[src/rtl/uart_tx_pkg.sv]
// uart_tx_pkg: state encoding, TX_OUT mux selects and parity-type constants
// shared by the UART transmit frame sequencer.
package uart_tx_pkg;

  localparam int unsigned STATE_W = 3;
  localparam int unsigned MUX_W   = 2;

  localparam logic [STATE_W-1:0] ST_IDLE   = 3'd0;
  localparam logic [STATE_W-1:0] ST_START  = 3'd1;
  localparam logic [STATE_W-1:0] ST_DATA   = 3'd2;
  localparam logic [STATE_W-1:0] ST_PARITY = 3'd3;
  localparam logic [STATE_W-1:0] ST_STOP   = 3'd4;
  localparam logic [STATE_W-1:0] ST_STOP2  = 3'd5;

  typedef enum logic [STATE_W-1:0] {
    IDLE   = ST_IDLE,
    START  = ST_START,
    DATA   = ST_DATA,
    PARITY = ST_PARITY,
    STOP   = ST_STOP,
    STOP2  = ST_STOP2
  } state_e;

  localparam logic [MUX_W-1:0] MUX_START = 2'd0;
  localparam logic [MUX_W-1:0] MUX_DATA  = 2'd1;
  localparam logic [MUX_W-1:0] MUX_PAR   = 2'd2;
  localparam logic [MUX_W-1:0] MUX_STOP  = 2'd3;

  localparam logic PAR_EVEN = 1'b0;
  localparam logic PAR_ODD  = 1'b1;

endpackage

[src/rtl/uart_tx_parity.sv]
// uart_tx_parity: registered parity generator; captures the parity of the
// payload when load_en is high and holds it for the rest of the frame.
module uart_tx_parity
  import uart_tx_pkg::*;
#(
  parameter int unsigned DATA_WIDTH = 8
) (
  input  logic                  clk,
  input  logic                  rst,
  input  logic                  load_en,
  input  logic [DATA_WIDTH-1:0] data,
  input  logic                  par_typ,
  output logic                  par_bit
);

  logic par_d;
  logic par_q;

  // Next parity: XOR-reduce of the payload, inverted for odd parity.
  always_comb begin
    par_d = par_q;
    if (load_en) begin
      par_d = (^data) ^ (par_typ == PAR_ODD);
    end
  end

  // Parity latch with synchronous reset.
  always_ff @(posedge clk) begin
    if (rst) begin
      par_q <= 1'b0;
    end else begin
      par_q <= par_d;
    end
  end

  assign par_bit = par_q;

endmodule

[src/rtl/uart_tx_ctrl.sv]
// uart_tx_ctrl: UART transmit frame sequencer. Frames the serializer's data
// with start, optional parity and stop bits; one bit per CLK cycle.
// Build option: define UART_TX_TWO_STOP_EN for two stop bits (STOP, STOP2).
module uart_tx_ctrl
  import uart_tx_pkg::*;
#(
  parameter int unsigned DATA_WIDTH = 8
) (
  input  logic                  CLK,
  input  logic                  RST,
  input  logic                  Data_Valid,
  input  logic [DATA_WIDTH-1:0] P_DATA,
  input  logic                  PAR_EN,
  input  logic                  PAR_TYP,
  input  logic                  ser_data,
  input  logic                  ser_done,
  output logic                  ser_en,
  output logic                  busy,
  output logic                  TX_OUT,
  output logic                  frame_done
);

  localparam int unsigned CNT_W = $clog2(DATA_WIDTH) + 1;
  localparam logic [CNT_W-1:0] CNT_LAST = CNT_W'(DATA_WIDTH - 1);

  state_e           state_q, state_d;
  logic [CNT_W-1:0] cnt_q, cnt_d;
  logic             par_en_q, par_en_d;
  logic [MUX_W-1:0] mux_sel;
  logic             accept_c;
  logic             par_bit;

  uart_tx_parity #(
    .DATA_WIDTH (DATA_WIDTH)
  ) u_parity (
    .clk     (CLK),
    .rst     (RST),
    .load_en (accept_c),
    .data    (P_DATA),
    .par_typ (PAR_TYP),
    .par_bit (par_bit)
  );

  // Moore output decode, acceptance and next-state logic.
  always_comb begin
    state_d    = state_q;
    cnt_d      = cnt_q;
    par_en_d   = par_en_q;
    busy       = 1'b0;
    ser_en     = 1'b0;
    frame_done = 1'b0;
    mux_sel    = MUX_STOP;

    case (state_q)
      START:  begin busy = 1'b1; mux_sel = MUX_START; end
      DATA:   begin busy = 1'b1; ser_en = 1'b1; mux_sel = MUX_DATA; end
      PARITY: begin busy = 1'b1; mux_sel = MUX_PAR; end
`ifdef UART_TX_TWO_STOP_EN
      STOP:   busy = 1'b1;
      STOP2:  frame_done = 1'b1;
`else
      STOP:   frame_done = 1'b1;
`endif
      default: ;
    endcase

    accept_c = Data_Valid & ~busy;
    if (accept_c) begin
      par_en_d = PAR_EN;
    end

    case (state_q)
      IDLE: if (accept_c) state_d = START;
      START: begin
        state_d = DATA;
        cnt_d   = '0;
      end
      DATA: begin
        cnt_d = cnt_q + CNT_W'(1);
        if (ser_done) begin
          state_d = par_en_q ? PARITY : STOP;
        end else if (cnt_q == CNT_LAST) begin
          // Watchdog: serializer never signalled its last bit.
          state_d = STOP;
        end
      end
      PARITY: state_d = STOP;
`ifdef UART_TX_TWO_STOP_EN
      STOP:   state_d = STOP2;
      STOP2:  state_d = accept_c ? START : IDLE;
`else
      STOP:   state_d = accept_c ? START : IDLE;
`endif
      default: state_d = IDLE;
    endcase
  end

  // Serial line mux; DATA passes the serializer bit straight through.
  always_comb begin
    TX_OUT = 1'b1;
    case (mux_sel)
      MUX_START: TX_OUT = 1'b0;
      MUX_DATA:  TX_OUT = ser_data;
      MUX_PAR:   TX_OUT = par_bit;
      default:   TX_OUT = 1'b1;
    endcase
  end

  // State, watchdog counter and parity-enable latch.
  always_ff @(posedge CLK) begin
    if (RST) begin
      state_q  <= IDLE;
      cnt_q    <= '0;
      par_en_q <= 1'b0;
    end else begin
      state_q  <= state_d;
      cnt_q    <= cnt_d;
      par_en_q <= par_en_d;
    end
  end

endmodule
[config.mk]
export PLATFORM = sky130hd
export DESIGN_NAME = uart_tx_ctrl
export DESIGN_NICKNAME = d
export VERILOG_FILES = /design/src/rtl/uart_tx_pkg.sv /design/src/rtl/uart_tx_parity.sv /design/src/rtl/uart_tx_ctrl.sv
export SDC_FILE = /design/constraint.sdc
export NUM_CORES = 1
export LEC_CHECK = 0
export ABC_AREA = 1
export CAP_MARGIN = 30
export CORE_AREA = 2 2 39 41
export DETAILED_ROUTE_END_ITERATION = 10
export DIE_AREA = 0 0 41 43
export PLACE_DENSITY = 0.75
export SYNTH_ARGS = -nofsm -noshare
export SYNTH_HDL_FRONTEND = slang
export SYNTH_HIERARCHICAL = 1
export SYNTH_SLANG_ARGS = --single-unit
[constraint.sdc]
create_clock -name CLK -period 2.5 [get_ports CLK]
set_input_delay 0.25 -clock CLK [delete_from_list [all_inputs] [get_ports CLK]]
set_output_delay 0.25 -clock CLK [all_outputs]
set_load 0.01 [all_outputs]
# ---- Yosys cells after proc, flatten, opt, wreduce, memory -nomap -nowiden
# Index checks and enable logic that the tools add are counted.
dict set report word_totals {
  word_cells 35
  output_inout_bits 4
  ff_bits 9
}
dict set report op_classes {
  n_bitwise 3
  add_sub_neg 1
  n_reduce_logical 6
  muxes 12
  eq_ne 9
}
# cell count
set ops {}
lappend ops {{case mux 3 bit (5 select lines)} 1}
lappend ops {{two-way mux 3 bit} 4}
lappend ops {{case mux 4 bit (2 select lines)} 1}
lappend ops {{XOR reduction 8 bit} 1}
lappend ops {{equality test 3 x 2 -> 1 bit, second input constant} 2}
lappend ops {{case mux 2 bit (3 select lines)} 1}
lappend ops {{adder 4 x 1 -> 4 bit, second input constant} 1}
lappend ops {{equality test 4 x 3 -> 1 bit, second input constant} 1}
lappend ops {{two-way mux 1 bit} 4}
lappend ops {{equality test 3 x 1 -> 1 bit, second input constant} 1}
lappend ops {{equality test 3 bit, second input constant} 1}
lappend ops {{zero test 3 bit} 1}
lappend ops {{inequality test 3 bit, second input constant} 1}
lappend ops {{case mux 1 bit (3 select lines)} 1}
lappend ops {{OR reduction 3 bit} 1}
lappend ops {{equality test 2 x 1 -> 1 bit, second input constant} 1}
lappend ops {{equality test 2 bit, second input constant} 1}
lappend ops {{zero test 2 bit} 1}
lappend ops {{inequality test 2 bit, second input constant} 1}
lappend ops {{AND reduction 2 bit} 1}
lappend ops {{nonzero test 2 bit} 1}
lappend ops {{bitwise AND 1 bit} 1}
lappend ops {{NOT 1 bit} 1}
lappend ops {{XOR 1 bit} 1}

# ---- Longest topological paths before layout
# Gate-level depths: netlist of the first run.
dict set report depth {
  depth_word 7
  mapped_depth 11
  depth_no_buf 11
}

# ---- Hierarchy
# Netlist of the first run, hierarchy kept.
# module n_inst cells_per_inst area_per_inst_um2
set modules_own_cells {}
lappend modules_own_cells {uart_tx_ctrl 1 62 424.2}
lappend modules_own_cells {uart_tx_parity 1 36 172.7}

# ---- Worst setup path after synthesis of the first run
# Ideal clock, no wire load.
dict set report synth_timing {
  path_kind {reg2out}
  start {reg state_q[0]}
  end {out TX_OUT}
  slack_ps 1429
  required_time_ps 2250
  t_arrival_ps 821
  path_stages_with_launch 6
  path_cell_list {dfxtp_1 -> inv_2 -> nand2_1 -> nand2_2 -> inv_2 -> nand3_1}
}
dict set report synth_via {
  elab_chain_len 4
}
# element line_no
set synth_rtl {}
lappend synth_rtl {{start: declaration} uart_tx_ctrl.sv:26} ;# state_e state_q, state_d;
lappend synth_rtl {{start signal: assignment} uart_tx_ctrl.sv:116} ;# state_q <= state_d;
lappend synth_rtl {{equality test 3 x 2 -> 1 bit or equality test 3 x 1 -> 1 bit (tied branches)} uart_tx_ctrl.sv:54} ;# case (state_q)
lappend synth_rtl {{case mux 2 bit (3 select lines) (*)} uart_tx_ctrl.sv:54}
lappend synth_rtl {{equality test 2 bit (tied with other cells)} uart_tx_ctrl.sv:101} ;# case (mux_sel)
lappend synth_rtl {{case mux 1 bit (3 select lines) (*)} uart_tx_ctrl.sv:101}
lappend synth_rtl {{end: declaration} uart_tx_ctrl.sv:19} ;# output logic TX_OUT,
# Every way passes the cells marked *; elsewhere a longest branch is shown, timed or not.

# ---- Worst setup path in the final report of the first run
dict set report layout_timing {
  start {reg state_q[1]}
  end {out TX_OUT}
}
# The elaborated chain is that of the path after synthesis.

==> metrics.txt, run 1 <==
status finished, final reports clean; LEAKAGE 0.000393 uW; Buf+Inv Stages, Crit Path 1; Post-Synth Adder-Cell Area 2.10%; clk_skew 0.000619 ns; CTS Hold Bufs 0; Post-Route Setup TNS 0 ns; grt total ovfl 0; Port Buf Inserts 18; largest family of logic cells by synthesized area simple AND/OR/NAND/NOR gates; crit path from state_q[1]; CP peak stage delay 0.53 ns; Vias per Instance 4.79; Die Span Y 43 um; GRT Total Usage 15.2%; Worst setup EP type output port; XOR/XNOR share of the synthesized area 1.47%; P_sw 130 uW; Final Hold Viols 0; cts bufs inserted 3; DRT antenna net count 0; Critical Path Stages 5; Slew Viols, Final 0; FILL cells roughly 130; f_max 0.542 GHz; Layout Utilization 59.5%; TritonCTS clock tree yes; PwrDens 502 nW/um^2; Non-Filler Instances 136; fin crit period between 1.5 and 2 ns; clock insertion delay at the later pin of the skew report 0.25 ns; area of the multi-input gates about 350 um^2; HP Start par_en_q; Die X-Extent 41 um; Mapped Cells 98; RSZ-0062 raised after global routing false; wire per inst 8.62 um; complex-gate fraction of the synthesized area 9.22%; Critical Path RT 2.25 ns; worst path cell trace nand2_2 -> nor2_4 -> nand2_1 -> nand3_1 -> clkdlybuf4s50_1; Startpoint Class flip-flop; fin crit share 73.8%; Seq/Total Area, Yosys 30.2%; number of DRC markers in iteration 0 31; worst hold stages 2; Worst-path clk slew 0.06 ns; simple-gate share of the synthesized area 45.7%; initial antenna violation count 0; placed cell count approximately 130; Area growth syn-to-layout 37.9%; first-pass GRT wire length 1.86 mm; Flop pwr share approximately 41%; core area 1380 um^2; total die area 1760 um^2; share of cells above drive strength 1 11.7%; routed vias 652; Synth Register Bits 9; DRC Markers 0; vias in the first global route approximately 490; switching portion of total power 31.4%; clock power share 26.3%; Rows 14; Slew @ Worst Pin about 0.28 ns; Hold Path Class reg -> reg; Worst slew margin 81.2%; internal power 284 uW; critical path's top delay family buffers and inverters; # Post-CTS Setup Buffers 0; Hold Slack 0.497 ns; First-pass DRT Iterations 4; initial core utilization about 43%; worst vdd rail ir drop 0.195 mV; cell area after synthesis 597 um^2; Worst Path Arrival ~1.6 ns; Synth cell types 16; WL final 1.17 mm; final setup vio count 0; I/O Pins 19; largest net degree at the start of global routing 8; mux contribution to synthesized area 0%; R2R cell count 9; R2R Path Start state_q[0]; Nets 137; Max Root-Sink Buffers 2; yosys warns 6; syn avg cell area 6.09 um^2; H-tree lvl count 1; clock sinks 9; placer congestion estimate ~0.7; critical-path cell with the highest stage delay clkdlybuf4s50_1; # diodes 0; number of max-cap violations 0; Post-Syn Nets about 110; Reg area between 150 and 200 um^2; maximum fanout along the worst path 7; CTS Root Cell clkbuf_4; share of total power in combinational logic 33.1%; post-CTS resize count 0; Setup Crit Path Kind reg -> out; DP HPWL about 970 um
## worst register-to-register path, delay by kind of cell, from the launching register on
family	cells	cell delay [ns]
flip-flops	1	0.47
AND/OR/NAND/NOR	6	0.46
buffers and inverters	3	0.17
## final cells by class
class	count	area share (%)
inverters	18	8.21
multi-input cells	71	42.4
clock buffers	4	3.19
well taps	16	2.43
flip-flops and latches	9	21.9
repair buffers	18	21.9
## power by group through the flow
stage | registers, uW | logic, uW | clock network, uW
floorplan | 168 | 80.9 | 0
finish | 168 | 137 | 109
CTS | 168 | 137 | 116
detailed placement | 171 | 137 | 0
global route | 170 | 153 | 123
global placement | 170 | 134 | 0
## per-layer routing
layer / GRT usage, % / vias to the layer above / routed length, um
met2: 24.4 / 25 / 578
met5: 0 / - / 0
met4: 8.00 / 0 / 0
li1: - / 357 / -
met1: 17.9 / 270 / 498
met3: 3.14 / 0 / 96
## stage by stage
| stage | cell area [um^2] | total power [uW] | setup slack, ns |
|---|---|---|---|
| after global routing | 823 | 446 | 0.538 |
| after floorplan | 597 | 249 | 1.43 |
| after CTS | 823 | 420 | 0.639 |
| after detailed placement | 797 | 308 | 0.910 |
| final | 823 | 413 | 0.655 |
| after global placement | 797 | 304 | 0.908 |
## final timing paths
path,endpoint,slack [ns]
worst min-delay path,par_en_q,0.50
worst min register to register,par_en_q,0.50
worst max register to register,u_parity/par_bit,1.29
worst max-delay path,TX_OUT,0.66
## cells in the mapped netlist
library cell,number,area share [%]
a21oi_1,6,5.0
dfxtp_1,9,30
ha_1,1,2.1
inv_1,15,9.4
inv_2,3,1.9
nand2_1,21,13
nand2_2,6,6.3
nand3_1,16,13
nand3_2,1,1.7
nand3b_1,1,1.3
nand4_1,1,1.0
nor2_1,11,6.9
nor2_4,1,1.9
o21ai_0,3,2.5
o21ai_1,2,1.7
xor2_1,1,1.5
## placed cells by master, fill, tap and decap left out, drive strengths merged, types with 4 or more instances in the layout
master,count
dfxtp,9
o21ai,5
clkbuf,4
nand2,27
nand3,17
clkdlybuf4s50,18
inv,18
a21oi,6
nor2,12
## registers in the layout, indices dropped and copies added (netlist names)
register / cells
state_q: 3
par_en_q: 1
u_parity/par_bit: 1
cnt_q: 4
## cell families (layout without fill, tap and decap cells)
| group | count (synthesis) | in the layout |
|---|---|---|
| DFF | 9 | 9 |
| buffers and inverters | 18 | 40 |
| xor gates and xnor gates | 1 | 1 |
| adders and majority gates | 1 | 1 |
| AOI/OAI and AO/OA | 11 | 11 |
| and+or+nand+nor | 58 | 58 |
No activity file was read; power rests on OpenSTA's default activity.
==> run 2, diff against run 1 <==
- CORE_AREA: 2 2 39 41 -> default
- CORE_UTILIZATION: default -> 39
- DIE_AREA: 0 0 41 43 -> default
- PLACE_DENSITY: 0.75 -> 0.69
- clock period: 2.5 -> 1.5 ns (I/O delays scaled with it)
==> metrics.txt, run 2 (synthesized netlist as in run 1, its figures left out) <==
WL final 1.30 mm (was 1.17 mm); DP HPWL 1.01 mm (was 971 um); wire per inst 9.38 um (was 8.62 um); fin crit period around 1.4 ns; clock insertion delay at the later pin of the skew report 0.25 ns (about the same); Port Buf Inserts 18 (unchanged); max reg flops 4 (unchanged); final setup vio count 0 (unchanged); Rows 13 (was 14); # diodes 0 (unchanged); vias in the first global route 486 (was 494); PwrDens 814 nW/um^2 (was 502 nW/um^2); LEAKAGE 0.000419 uW (was 0.000393 uW); Area growth syn-to-layout 41.9% (was 37.9%); initial core utilization 43.7% (was 43.1%); cts bufs inserted 3 (unchanged); Max Root-Sink Buffers 2 (unchanged); f_max slightly above 0.7 GHz; largest net degree at the start of global routing 8 (unchanged); worst path cell trace inv_1 -> nand2_1 -> nand2_2 -> inv_2 -> nand3_1 -> dlygate4sd2_1 (was nand2_2 -> nor2_4 -> nand2_1 -> nand3_1 -> clkdlybuf4s50_1); clk_skew 0.00929 ns (was 0.000619 ns); number of max-cap violations 0 (unchanged); H-tree lvl count 1 (unchanged); TritonCTS clock tree yes (unchanged); Buf+Inv Stages, Crit Path 3 (was 1); Die Span Y 41.1 um (was 43 um); maximum fanout along the worst path 6 (was 7); Critical Path RT 1.35 ns (was 2.25 ns); fin crit share between 90% and 100%; routed vias 665 (was 652); GRT Total Usage 17.1% (was 15.2%); Worst slew margin 79.5% (was 81.2%); most common cell after layout, fill and taps aside nand2_1 (unchanged); Worst-path clk slew 0.06 ns (about the same); CP peak stage delay 0.37 ns (was 0.53 ns); DRC Markers 0 (unchanged); First-pass DRT Iterations 4 (unchanged); Largest Register cnt_q (unchanged); Nets 140 (was 137); Die X-Extent 41.1 um (was 41 um); Worst setup EP type output port (unchanged); post-layout instance area 847 um^2 (was 823 um^2); I/O Pins 19 (unchanged); CTS Hold Bufs 0 (unchanged); Placed Area 803 um^2 (was 797 um^2); biggest regs cnt_q x4, state_q x3 (unchanged); Final Hold Viols 0 (unchanged); share of cells above drive strength 1 15.4% (was 11.7%); area of the multi-input gates 349 um^2 (unchanged); Reg area 188 um^2 (was 180 um^2); first-pass GRT wire length 1.87 mm (was 1.86 mm); Worst Path Arrival 1.24 ns (was 1.59 ns); placer congestion estimate 0.629 (was 0.698); Setup Crit Path Kind reg -> out (unchanged); status finished, final reports clean (unchanged); DRT antenna net count 0 (unchanged); CTS Root Cell clkbuf_4 (unchanged); Post-Route Setup TNS 0 ns (unchanged); clock sinks 9 (unchanged); Hold Path Class reg -> reg (unchanged); most frequent cells in the layout nand2_1 (21), nand3_1 (16), inv_1 (15), clkdlybuf4s50_1 (14), nor2_1 (11) (was nand2_1 (21), clkdlybuf4s50_1 (18), nand3_1 (16), inv_1 (15), nor2_1 (11)); core area 1370 um^2 (was 1380 um^2); worst vdd rail ir drop 0.378 mV (was 0.195 mV); Startpoint Class flip-flop (unchanged); RSZ-0062 raised after global routing false (unchanged); critical path's top delay family buffers and inverters (unchanged); initial antenna violation count 0 (unchanged); number of DRC markers in iteration 0 23 (was 31); Slew @ Worst Pin 0.307 ns (was 0.281 ns); grt total ovfl 0 (unchanged); total die area 1690 um^2 (was 1760 um^2); critical-path cell with the highest stage delay dfxtp_4 (was clkdlybuf4s50_1); FILL cells 138 (was 134); Vias per Instance 4.82 (was 4.79); Slew Viols, Final 0 (unchanged); Total Power 690 uW (was 413 uW)
run 2: cell count changes in the layout (fill, tap and decap cells not counted):
cell,before,now
clkdlybuf4s50_1,18,14
dlygate4sd2_1,0,4
buf_4,0,3
dfxtp_1,9,7
dfxtp_4,0,2
run 2: power breakdown:
group | total [uW] | internal [uW] | switching (uW)
sequential | 281 | 260 | 20.9
combinational | 229 | 109 | 120
clock | 180 | 102 | 77.8
run 2: cell type report:
| type | count | area share (%) |
|---|---|---|
| multi-input combinational | 71 | 41.2 |
| timing repair buffer | 21 | 23.3 |
| sequential | 9 | 22.2 |
| inverter | 18 | 7.98 |
| clock buffer | 4 | 3.10 |
| tap | 15 | 2.22 |
run 2: metal layers:
metal	global-route usage (%)	part of all wire [%]	up-vias
met5	0	0	-
met4	9.68	1.5	0
met1	19.9	42	269
met3	3.80	8.7	2
li1	-	-	363
met2	28.5	48	31
run 2: worst paths after layout:
check / slack, ns / from / to / cells after the start
worst max register to register: 0.42 / state_q[1] / u_parity/par_bit / 9
worst min-delay path: 0.49 / par_en_q / par_en_q / 2
worst min register to register: 0.49 / par_en_q / par_en_q / 2
worst max-delay path: 0.11 / state_q[1] / TX_OUT / 6
run 2: worst register-to-register path, stage by stage, from the launching register on:
cell	delay (ns)
dfxtp_4	0.37
inv_1	0.07
nand2_1	0.09
nand2_2	0.07
nand2_1	0.08
inv_1	0.07
nor2_1	0.08
nor2_1	0.04
nand2_1	0.07
inv_1	0.03
run 2: stage by stage:
stage          utilization [%]  worst slack, ns  hold WS (ns)  std cells
2_1_floorplan                -            0.464         0.219         98
3_3_place_gp              58.8           0.0911         0.470        132
3_5_place_dp              58.8           0.0672         0.474        132
4_1_cts                   62.0            0.109         0.489        138
5_1_grt                   62.0           0.0417         0.502        138
6_report                  62.0            0.107         0.487        138
run 2: timing repair:
item                                    4_1_cts  5_1_grt
resized for setup                             8        0
endpoints found under the hold margin         0        0
endpoints found under the setup margin        4        0
setup buffers                                 2        0
==> run 3, diff against run 2 <==
- RECOVER_POWER: default -> 25
==> metrics.txt, run 3 (synthesized netlist as in run 1, its figures left out) <==
status finished, final reports clean (unchanged); cts bufs inserted 3 (unchanged); max reg flops 4 (unchanged); routed vias 667 (was 665); DRT antenna net count 0 (unchanged); GRT Total Usage 17.1% (unchanged); core area 1370 um^2 (unchanged); share of cells above drive strength 1 14.6% (was 15.4%); Final Hold Viols 0 (unchanged); Worst Path Arrival 1.25 ns (was 1.24 ns); initial antenna violation count 0 (unchanged); most frequent cells in the layout nand2_1 (21), nand3_1 (16), inv_1 (15), clkdlybuf4s50_1 (13), nor2_1 (11) (was nand2_1 (21), nand3_1 (16), inv_1 (15), clkdlybuf4s50_1 (14), nor2_1 (11)); Die Span Y 41.1 um (unchanged); maximum fanout along the worst path 6 (unchanged); placer congestion estimate 0.629 (unchanged); First-pass DRT Iterations 4 (unchanged); CTS Root Cell clkbuf_4 (unchanged); Nets 140 (unchanged); f_max 0.716 GHz (was 0.718 GHz); # diodes 0 (unchanged); fin crit share 93.1% (was 92.9%); number of max-cap violations 0 (unchanged); Vias per Instance 4.83 (was 4.82); P_sw 219 uW (about the same); Worst setup EP type output port (unchanged); Area growth syn-to-layout 41.3% (was 41.9%); DP HPWL 1.01 mm (unchanged); Largest Register cnt_q (unchanged); clock insertion delay at the later pin of the skew report 0.25 ns (about the same); H-tree lvl count 1 (unchanged); TritonCTS clock tree yes (unchanged); CTS Hold Bufs 0 (unchanged); most common cell after layout, fill and taps aside nand2_1 (unchanged); Reg area 188 um^2 (unchanged); Die X-Extent 41.1 um (unchanged); Worst-path clk slew 0.06 ns (about the same); switching portion of total power 31.9% (was 31.7%); Post-Route Setup TNS 0 ns (unchanged); clock sinks 9 (unchanged); grt total ovfl 0 (unchanged); Max Root-Sink Buffers 2 (unchanged); post-layout instance area 843 um^2 (was 847 um^2); Slew @ Worst Pin 0.302 ns (was 0.307 ns); Port Buf Inserts 18 (unchanged); LEAKAGE 0.000416 uW (was 0.000419 uW); clock power share 26.2% (was 26.1%); vias in the first global route 486 (unchanged); first-pass GRT wire length 1.87 mm (unchanged); Startpoint Class flip-flop (unchanged); Slew Viols, Final 0 (unchanged); Critical Path RT 1.35 ns (about the same); biggest regs cnt_q x4, state_q x3 (unchanged); WL final 1.30 mm (about the same); number of DRC markers in iteration 0 23 (unchanged); FILL cells 138 (unchanged); internal power 467 uW (was 471 uW); Placed Area 803 um^2 (unchanged); RSZ-0062 raised after global routing false (unchanged); total die area 1690 um^2 (unchanged); worst vdd rail ir drop 0.378 mV (about the same); final setup vio count 0 (unchanged); clk_skew 0.00939 ns (was 0.00929 ns); area of the multi-input gates 349 um^2 (unchanged); share of total power in combinational logic 32.8% (was 33.2%); PwrDens 814 nW/um^2 (about the same); Flop pwr share 41.0% (was 40.8%); fin crit period 1.40 ns (was 1.39 ns); I/O Pins 19 (unchanged); largest net degree at the start of global routing 8 (unchanged); initial core utilization 43.7% (unchanged); Rows 13 (unchanged); Worst slew margin 79.8% (was 79.5%); Hold Path Class reg -> reg (unchanged); DRC Markers 0 (unchanged); Setup Crit Path Kind reg -> out (unchanged); wire per inst 9.41 um (was 9.38 um)
-- run 3: cell count changes in the layout (fill, tap and decap cells not counted), sizes merged --
cell	before	now
buf	3	2
clkbuf	4	5
clkdlybuf4s50	14	13
dlygate4sd3	0	1
-- run 3: what timing repair did --
| item | CTS | global route |
|---|---|---|
| resized for setup | 8 | 0 |
| setup endpoints to repair | 4 | 0 |
| buffers inserted | 2 | 0 |
-- run 3: critical path: stages (launching register included) --
cell           delay, ns
dfxtp_4             0.37
inv_1               0.07
nand2_1             0.09
nand2_2             0.07
inv_2               0.06
nand3_1             0.06
dlygate4sd2_1       0.28
-- run 3: layout make-up --
cell class / count / share of cell area, %
multi-input cells: 71 / 41.4
repair buffers: 21 / 23.0
flip-flops and latches: 9 / 22.3
inverters: 18 / 8.01
clock buffers: 4 / 3.12
well taps: 15 / 2.23
-- run 3: path summary, 6_finish.rpt --
kind,from,to,slack [ns],cells after the start
setup / recovery,state_q[1],TX_OUT,0.10,6
hold / removal,par_en_q,par_en_q,0.49,2
hold reg to reg,par_en_q,par_en_q,0.49,2
setup reg to reg,state_q[1],state_q[2],0.34,6
-- run 3: power by group through the flow --
stage	Clock (uW)	Combinational, uW	Sequential [uW]
floorplan	0	135	281
global placement	0	232	284
detailed placement	0	234	285
CTS	187	228	281
global route	199	252	283
finish	180	225	281
-- run 3: routing by layer --
metal  vias up  share of wire [%]  global-route usage [%]  wire, um
met5         -                  0                       0         0
met4         0                1.5                    9.68        20
met3         2                6.5                    3.80        85
met2        25                 49                    28.5       631
met1       276                 43                    19.9       561
li1        364                  -                       -         -
-- run 3: metrics by stage --
step                      cells  total power [uW]  worst slack, ns  utilization (%)  hold slack (ns)
after floorplan              98               416            0.464                -            0.219
after CTS                   138               696            0.109             62.0            0.489
after global routing        138               734           0.0417             61.7            0.502
final                       138               686            0.104             61.7            0.488
after detailed placement    132               519           0.0672             58.8            0.474
after global placement      132               515           0.0911             58.8            0.470
